==> config.mk <==
export PLATFORM = sky130hd
export DESIGN_NAME = alu_exec_stage
export DESIGN_NICKNAME = d
export VERILOG_FILES = /design/src/rtl/alu_exec_stage.sv
export SDC_FILE = /design/constraint.sdc
export NUM_CORES = 1
export LEC_CHECK = 0
export CAP_MARGIN = 10
export CORE_AREA = 2 2 98 100
export DETAILED_ROUTE_END_ITERATION = 10
export DIE_AREA = 0 0 100 102
export PLACE_DENSITY = 0.77
export SYNTH_ARGS = -nofsm -noshare
export SYNTH_HDL_FRONTEND = slang
export SYNTH_SLANG_ARGS = --single-unit
export TNS_END_PERCENT = 1
==> constraint.sdc <==
create_clock -name clk -period 2.8 [get_ports clk]
set_input_delay 0.42 -clock clk [delete_from_list [all_inputs] [get_ports clk]]
set_output_delay 0.42 -clock clk [all_outputs]
set_load 0.005 [all_outputs]
==> src/rtl/alu_exec_stage.sv <==
// Execute stage: single-cycle ALU ops with the result registered one edge after accept, plus an iterative shift-add MUL.
// MUL result appears 9 cycles after accept; in_ready drops while MUL is busy and upstream must hold its op.
module alu_exec_stage #(
  parameter int DATA_W     = 8,
  parameter int MUL_CYCLES = 8
) (
  input  logic              clk,
  input  logic              rst_n,
  input  logic              in_valid,
  output logic              in_ready,
  input  logic [3:0]        in_opcode,
  input  logic [DATA_W-1:0] in_s1,
  input  logic [DATA_W-1:0] in_s2,
  input  logic [3:0]        in_rd,
  input  logic              in_set_flags,
  input  logic              flush,
  output logic              out_valid,
  output logic [DATA_W-1:0] WD,
  output logic [3:0]        rd,
  output logic              reg_write,
  output logic [3:0]        conditions_flags,
  output logic              cpsr_write
);
  localparam int CNT_W = $clog2(MUL_CYCLES);
  localparam logic [CNT_W-1:0] CNT_LAST = CNT_W'(MUL_CYCLES - 1);

  localparam logic [3:0] OP_AND = 4'h0, OP_EOR = 4'h1, OP_SUB = 4'h2, OP_ADD = 4'h4,
                         OP_LSL = 4'h5, OP_LSR = 4'h6, OP_MUL = 4'h9, OP_CMP = 4'hA,
                         OP_ORR = 4'hC, OP_MOV = 4'hD;

  typedef enum logic {IDLE, BUSY} state_t;

  state_t              state_q;
  logic [CNT_W-1:0]    cnt_q;
  logic [DATA_W-1:0]   mcand_q, mplier_q, acc_q;
  logic [3:0]          mrd_q;
  logic                ms_q;
  logic                out_valid_q, reg_write_q, cpsr_write_q;
  logic [DATA_W-1:0]   wd_q;
  logic [3:0]          rd_q;
  logic [3:0]          flags_q;

  logic [DATA_W-1:0]   res_d;
  logic                c_d, v_d, rw_d, cw_d;
  logic [DATA_W:0]     wide_d;
  logic [DATA_W-1:0]   acc_d;
  logic                accept;

  assign in_ready         = (state_q == IDLE);
  assign accept           = in_valid & in_ready & ~flush;
  assign out_valid        = out_valid_q;
  assign WD               = wd_q;
  assign rd               = rd_q;
  assign reg_write        = reg_write_q;
  assign cpsr_write       = cpsr_write_q;
  assign conditions_flags = flags_q;

  assign acc_d = acc_q + (mplier_q[0] ? mcand_q : '0);

  // Flags order in flags_q is {N,Z,C,V}; untouched C/V fall through from flags_q.
  always_comb begin
    res_d  = '0;
    c_d    = flags_q[1];
    v_d    = flags_q[0];
    wide_d = '0;
    rw_d   = 1'b1;
    cw_d   = in_set_flags;
    unique case (in_opcode)
      OP_AND: res_d = in_s1 & in_s2;
      OP_EOR: res_d = in_s1 ^ in_s2;
      OP_ORR: res_d = in_s1 | in_s2;
      OP_MOV: res_d = in_s2;
      OP_ADD: begin
        wide_d = {1'b0, in_s1} + {1'b0, in_s2};
        res_d  = wide_d[DATA_W-1:0];
        c_d    = wide_d[DATA_W];
        v_d    = (in_s1[DATA_W-1] == in_s2[DATA_W-1]) && (res_d[DATA_W-1] != in_s1[DATA_W-1]);
      end
      OP_SUB, OP_CMP: begin
        res_d = in_s1 - in_s2;
        c_d   = (in_s1 >= in_s2);
        v_d   = (in_s1[DATA_W-1] != in_s2[DATA_W-1]) && (res_d[DATA_W-1] != in_s1[DATA_W-1]);
        if (in_opcode == OP_CMP) begin
          rw_d = 1'b0;
          cw_d = 1'b1;
        end
      end
      OP_LSL: begin
        wide_d = {1'b0, in_s1} << in_s2[2:0];
        res_d  = wide_d[DATA_W-1:0];
        if (in_s2[2:0] != 3'd0) c_d = wide_d[DATA_W];
      end
      OP_LSR: begin
        wide_d = {in_s1, 1'b0} >> in_s2[2:0];
        res_d  = wide_d[DATA_W:1];
        if (in_s2[2:0] != 3'd0) c_d = wide_d[0];
      end
      default: begin
        rw_d = 1'b0;
        cw_d = 1'b0;
      end
    endcase
  end

  always_ff @(posedge clk) begin
    if (!rst_n) begin
      state_q      <= IDLE;
      cnt_q        <= '0;
      mcand_q      <= '0;
      mplier_q     <= '0;
      acc_q        <= '0;
      mrd_q        <= '0;
      ms_q         <= 1'b0;
      out_valid_q  <= 1'b0;
      reg_write_q  <= 1'b0;
      cpsr_write_q <= 1'b0;
      wd_q         <= '0;
      rd_q         <= '0;
      flags_q      <= '0;
    end else begin
      out_valid_q  <= 1'b0;
      reg_write_q  <= 1'b0;
      cpsr_write_q <= 1'b0;
      unique case (state_q)
        IDLE: begin
          if (accept && in_opcode == OP_MUL) begin
            state_q  <= BUSY;
            cnt_q    <= '0;
            mcand_q  <= in_s1;
            mplier_q <= in_s2;
            acc_q    <= '0;
            mrd_q    <= in_rd;
            ms_q     <= in_set_flags;
          end else if (accept) begin
            out_valid_q  <= 1'b1;
            wd_q         <= res_d;
            rd_q         <= in_rd;
            reg_write_q  <= rw_d;
            cpsr_write_q <= cw_d;
            if (cw_d) flags_q <= {res_d[DATA_W-1], res_d == '0, c_d, v_d};
          end
        end
        BUSY: begin
          if (flush) begin
            state_q <= IDLE;
            cnt_q   <= '0;
          end else begin
            mcand_q  <= mcand_q << 1;
            mplier_q <= mplier_q >> 1;
            acc_q    <= acc_d;
            cnt_q    <= cnt_q + 1'b1;
            if (cnt_q == CNT_LAST) begin
              state_q      <= IDLE;
              cnt_q        <= '0;
              out_valid_q  <= 1'b1;
              wd_q         <= acc_d;
              rd_q         <= mrd_q;
              reg_write_q  <= 1'b1;
              cpsr_write_q <= ms_q;
              if (ms_q) flags_q <= {acc_d[DATA_W-1], acc_d == '0, flags_q[1:0]};
            end
          end
        end
        default: state_q <= IDLE;
      endcase
    end
  end
endmodule
==> results.txt, run 1 <==
overall routed net length: 16300 um
sequential element share of the synthesized area: 0.221
gp weighted congestion: 1.01
Iter 0 DRT Violations: 514
Max-Slew Margin vs Limit: 0.613
Final period util: 0.973
CTS Buf Count: 5
non-filler cells, final: 825
R2R Path End: conditions_flags[2]$_SDFFE_PN0P_
TNS Setup: 0 ns
layout net count: 779
CP max-delay cell: clkdlybuf4s50_1
status: finished, final reports clean
Hold Path Origin: ms_q$_SDFFE_PN0P_
Mapped Area: 0.00472 mm^2
final worst-path setup slack: 0.0763 ns
Avg WL per Cell: 19.8 um
Clock Path Buffers: 2
number of flops mapped to enable cells by yosys: 0
gr usage total: 0.324
post-route minimum period: 2.72 ns
dominant synthesized flop cell: dfxtp_1
number of antenna-violating nets in the routed design: 0
core box area: 0.00911 mm^2
Initial Util: 0.518
most frequent cells in the layout: buf_4 (101), nand2_1 (70), dfxtp_1 (51)
commonest non-fill, non-tap cell in the layout: buf_4
synthesis-to-layout area growth: 28.8%
setup slack after placement: -0.308 ns
Worst Setup Start Kind: input pin
CP dominant cell by count: buf_4
Worst Tran Pin Value: 0.578 ns
max incr delay on CP: 0.51 ns
Post-Synth Adder-Cell Area: 0.103
share of Yosys cell area claimed by the top area cell type: 0.221
Die X: 100 um
io pins: 49
largest net degree at the start of global routing: 51
Post-Synth XOR/XNOR Area: 0.0149
Reg clk slew, reported paths: 0.12 ns
global route overflow: 0
post-synth cell types: 76
endpoints failing hold: 0
Peak VDD IR: 0.235 mV
cell taking the most area after synthesis: dfxtp_1
TritonCTS clock tree: yes
CTS H-Tree Depth: 2
CP required: 3.06 ns
Bufs and invs on worst path: 4
diode count: 0
cell family with most CP delay: compound AO/OA/AOI/OAI gates
row count: 35
worst-path fanout max: 10
TritonCTS Sinks: 52
synthesis-stage register bit count: 52
Leak: 2.72 nW
first-pass GRT wire length: 26000 um
routed vias/inst: 6.27
WS Path Type: input pin to flop
r2r startpoint: mplier_q[0]$_SDFFE_PN0P_
power density over cell area: 319 mW/mm^2
PortBufs: 48
fin. max-slew vios: 0
top post-synthesis cells by area: dfxtp_1 (22%), ha_1 (9.0%), nand2_1 (5.6%)
Inst Count DP: 817
Finish-stage setup viols: 0
Layout Skew: 0.0151 ns
DR vias: 5171
Reg2Reg Depth: 10
share of layout cells above drive strength 1: 0.196
Compound-Gate Fraction of Synth Area: 0.308
Hold WC Path Type: flop to flop
worst-path cell chain: clkdlybuf4s50_1 -> buf_4 -> buf_4 -> clkinv_1 -> ha_1 -> nor2_1 -> nand2_1 -> a311o_1 -> a221o_1 -> a211o_1 -> a21boi_1
die height: 102 um
Post-Place Cell Area: 0.00592 mm^2
detailed placement HPWL: 12900 um
TritonRoute pass-1 iters: 5
hold endpoint: ms_q$_SDFFE_PN0P_
Worst Path Arrival: 2.98 ns
Simple-Gate Fraction of Synth Area: 0.233
syn_nets: 663
die area: 0.0102 mm^2
mux cell area share after synthesis: 0.0605
reg2reg setup slack: 0.16 ns
vias in the first global route: 5187
Max Cap Violations: 0
initial antenna violation count: 0
Final Cell Area: 0.00607 mm^2
post-CTS resize count: 0
largest family of logic cells by synthesized area: compound AO/OA/AOI/OAI gates
yosys warns: 0
DR DRC count: 0
Fmax: 0.367 GHz
worst hold path depth: 2
post-synthesis instance total: 597
CP endpoint kind: flop
hold_buf cts: 0
number of setup buffers added after CTS: 0
worst-skew pair later-pin latency: 0.31 ns
total power draw: 1.94 mW
root buf cell: clkbuf_8
Synth async-reset ratio: 0
mean post-synth cell area: 7.90 um^2
[state kept, by name (all words and copies together) (netlist names), 3 cells and up]
register,cells
mrd_q,4
rd,4
mcand_q,8
cnt_q,3
acc_q,8
conditions_flags,4
mplier_q,8
WD,8
[through the flow]
step	utilization	hold slack, ns
global placement	0.650	0.451
finish	0.667	0.470
CTS	0.661	0.473
detailed placement	0.650	0.457
floorplan	-	0.443
global route	0.667	0.504
[worst reg2reg max path, cell delays in order (launching register included)]
cell and delay [ns]:
dfxtp_1 0.39, and2_1 0.17, ha_1 0.23, fa_1 0.41, a21o_1 0.22, a311o_1 0.37, a21oi_2 0.18, xnor2_2 0.12
nor3_1 0.29, a31oi_1 0.14, o21ai_1 0.08
[synthesized netlist by cell type, types with 6 or more instances]
master	number
nand2b_1	11
nor3_1	17
and2_1	19
ha_1	34
a211oi_1	10
mux2i_1	15
nor4_1	6
o211ai_1	19
dfxtp_1	52
a21oi_1	32
clkbuf_1	23
nand3_1	13
buf_4	7
a211o_1	7
a21boi_0	12
buf_2	11
o21ai_0	30
nand2_1	70
inv_1	20
nor2_1	39
o211a_1	22
o21a_1	6
nor2b_1	13
xnor2_1	6
[where the power goes]
| group | switching [mW] | leakage, nW | internal (mW) |
|---|---|---|---|
| clock network | 0.294 | 0.0511 | 0.190 |
| registers | 0.0121 | 0.422 | 0.758 |
| logic | 0.357 | 2.24 | 0.329 |
| total | 0.663 | 2.72 | 1.28 |
[kinds of logic after synthesis]
kind of cell             Yosys count
multiplexers                      23
AND/OR/NAND/NOR                  215
AO/OA/AOI/OAI                    197
XOR/XNOR                           8
adder cells (fa/ha/maj)           37
flip-flops                        52
buffers and inverters             65
[final cells by class]
cell class	count	area, um^2
Clock buffer	5	68.8
Timing Repair Buffer	150	1260
Clock inverter	3	28.8
Inverter	24	90.1
Tap cell	111	139
Fill cell	804	3040
Sequential cell	52	1040
Multi-Input combinational cell	480	3440
[per-layer routing]
| metal | wire length (um) | part of all wire | GRT usage |
|---|---|---|---|
| met1 | 6610 | 0.41 | 0.407 |
| met2 | 7940 | 0.49 | 0.560 |
| met3 | 1050 | 0.064 | 0.0465 |
| met4 | 708 | 0.043 | 0.134 |
| met5 | 0 | 0 | 0 |
[how the worst max path moves through the flow]
stage,startpoint,endpoint,slack (ns),depth (start not counted)
after global routing,in_s1[4],WD[7]$_SDFFE_PN0P_,-0.03,11
after CTS,in_s1[4],conditions_flags[0]$_SDFFE_PN0P_,0.01,11
after global placement,in_s1[4],conditions_flags[0]$_SDFFE_PN0P_,-0.24,11
final,in_s2[0],conditions_flags[1]$_SDFFE_PN0P_,0.08,11
after floorplan,in_s2[1],conditions_flags[3]$_SDFFE_PN0P_,0.03,11
after detailed placement,in_s1[4],conditions_flags[0]$_SDFFE_PN0P_,-0.31,11
(Power assumes the default switching activity.)
==> inputs of run 2 (changes only) <==
- clock period: 2.8 -> 2.5 ns (I/O delays scaled with it)
==> results.txt, run 2 (synthesis results as in run 1) <==
vias in the first global route: 5422 (+4.5%)
CP dominant cell by count: o21ai_1
worst-path fanout max: 8 (-2)
non-filler cells, final: 883 (+7.0%)
setup slack after placement: -0.584 ns (-0.275 ns)
power density over cell area: 344 mW/mm^2 (+7.8%)
most frequent cells in the layout: buf_4 (153), nand2_1 (70), dfxtp_1 (51)
post-route minimum period: 2.48 ns
synthesis-to-layout area growth: 43.4%
TritonCTS clock tree: yes
fin. max-slew vios: 0 (unchanged)
Final period util: 0.993
Clock Path Buffers: 2 (unchanged)
detailed placement HPWL: 14000 um (+8.5%)
Iter 0 DRT Violations: 421 (-18%)
max incr delay on CP: 0.33 ns (-0.18 ns)
share of layout cells above drive strength 1: 0.312 (+0.116)
number of antenna-violating nets in the routed design: 0 (unchanged)
Leak: 3.07 nW (+13%)
die area: 0.0102 mm^2 (unchanged)
Fmax: 0.403 GHz
Peak VDD IR: 0.332 mV (+41%)
Bufs and invs on worst path: 1 (-3)
Worst Tran Pin Value: 0.478 ns (-0.101 ns)
TritonCTS Sinks: 52 (unchanged)
io pins: 49 (unchanged)
Inst Count DP: 858 (+5.0%)
commonest non-fill, non-tap cell in the layout: buf_4
die height: 102 um (unchanged)
CTS Buf Count: 5 (unchanged)
Die X: 100 um (unchanged)
endpoints failing hold: 0 (unchanged)
Worst Setup Start Kind: flop
hold_buf cts: 0 (unchanged)
PortBufs: 48 (unchanged)
CP endpoint kind: flop
core box area: 0.00911 mm^2 (unchanged)
CP required: 2.72 ns (-0.34 ns)
layout net count: 837 (+7.4%)
CP max-delay cell: dfxtp_1
Initial Util: 0.518 (unchanged)
gr usage total: 0.355 (+0.0313)
worst-skew pair later-pin latency: 0.33 ns (+0.02 ns)
global route overflow: 0 (unchanged)
worst-path cell chain: buf_4 -> and2_1 -> ha_1 -> a211o_1 -> a211oi_2 -> o21ai_1 -> and3_1 -> or2_2 -> a31oi_1 -> o21ai_1
routed vias/inst: 6.25 (-0.32%)
largest net degree at the start of global routing: 38 (-25%)
Worst Path Arrival: 2.70 ns (-0.28 ns)
Hold WC Path Type: flop to flop
diode count: 0 (unchanged)
row count: 35 (unchanged)
Layout Skew: 0.0208 ns (+0.00575 ns)
first-pass GRT wire length: 28300 um (+8.5%)
cell family with most CP delay: compound AO/OA/AOI/OAI gates
root buf cell: clkbuf_8
Max Cap Violations: 0 (unchanged)
status: finished, final reports clean
initial antenna violation count: 0 (unchanged)
TNS Setup: 0 ns (unchanged)
Avg WL per Cell: 20.6 um (+4.5%)
DR vias: 5517 (+6.7%)
Max-Slew Margin vs Limit: 0.677 (+0.0648)
RSZ-0062 raised after global routing: true
Reg clk slew, reported paths: 0.11 ns (about the same)
TritonRoute pass-1 iters: 5 (unchanged)
overall routed net length: 18200 um (+12%)
gp weighted congestion: 0.995 (-1.3%)
Finish-stage setup viols: 0 (unchanged)
WS Path Type: flop to flop
DR DRC count: 0 (unchanged)
final worst-path setup slack: 0.0172 ns (-0.0591 ns)
CTS H-Tree Depth: 2 (unchanged)
[run 2: cell types whose count changed in the layout (fill, tap and decap cells not counted), moves of 5 or more]
cell | before | now
nor3_1 | 17 | 12
dlymetal6s2s_1 | 1 | 8
ha_1 | 33 | 23
buf_4 | 101 | 153
inv_1 | 20 | 10
clkdlybuf4s50_1 | 47 | 36
nor3_2 | 0 | 5
inv_2 | 2 | 11
ha_4 | 0 | 7
[run 2: area by class of cell]
class	instances	area, um^2
multi-input combinational	480	3640
fill	682	2340
inverter	24	97.6
clock inverter	3	28.8
timing repair buffer	208	1740
sequential	52	1040
clock buffer	5	68.8
tap	111	139
[run 2: metrics by stage]
step	hold WS, ns	total power [mW]	utilization	instance area, um^2
3_3_place_gp	0.450	1.66	0.688	6260
6_report	0.475	2.33	0.743	6770
5_1_grt	0.492	2.41	0.743	6770
3_5_place_dp	0.459	1.66	0.688	6260
2_1_floorplan	0.443	1.27	-	4750
4_1_cts	0.476	2.26	0.722	6580
[run 2: worst min-delay path: cells and delay by family (launching register included)]
family / cells / cell delay (ns)
AOI/OAI and AO/OA: 1 / 0.06
DFF: 1 / 0.33
and+or+nand+nor: 1 / 0.05
[run 2: timing repair]
item / 4_1_cts / 5_1_grt
resized for setup: 36 / 41
pin swaps: 15 / 20
buffers inserted: 8 / 9
endpoints found under the setup margin: 10 / 12
gates cloned: 0 / 0
[run 2: final timing paths]
check                                endpoint                      from  cells after the start  slack, ns
max reg2reg  conditions_flags[2]$_SDFFE_PN0P_  mplier_q[0]$_SDFFE_PN0P_                     10       0.02
min                     mrd_q[3]$_SDFFE_PN0P_     mrd_q[3]$_SDFFE_PN0P_                      2       0.48
max          conditions_flags[2]$_SDFFE_PN0P_  mplier_q[0]$_SDFFE_PN0P_                     10       0.02
min reg2reg             mrd_q[3]$_SDFFE_PN0P_     mrd_q[3]$_SDFFE_PN0P_                      2       0.48
[run 2: metal layers]
metal	GRT usage	vias up	wire (um)
li1	-	2559	-
met5	0	-	0
met2	0.612	261	8650
met4	0.189	0	1100
met3	0.0417	80	1190
met1	0.437	2617	7290
[run 2: where the power goes]
part / leakage [nW] / internal [mW] / total, mW / switching [mW]
registers: 0.422 / 0.849 / 0.861 / 0.0120
logic: 2.60 / 0.454 / 0.905 / 0.450
clock network: 0.0511 / 0.213 / 0.562 / 0.350
total: 3.07 / 1.52 / 2.33 / 0.812
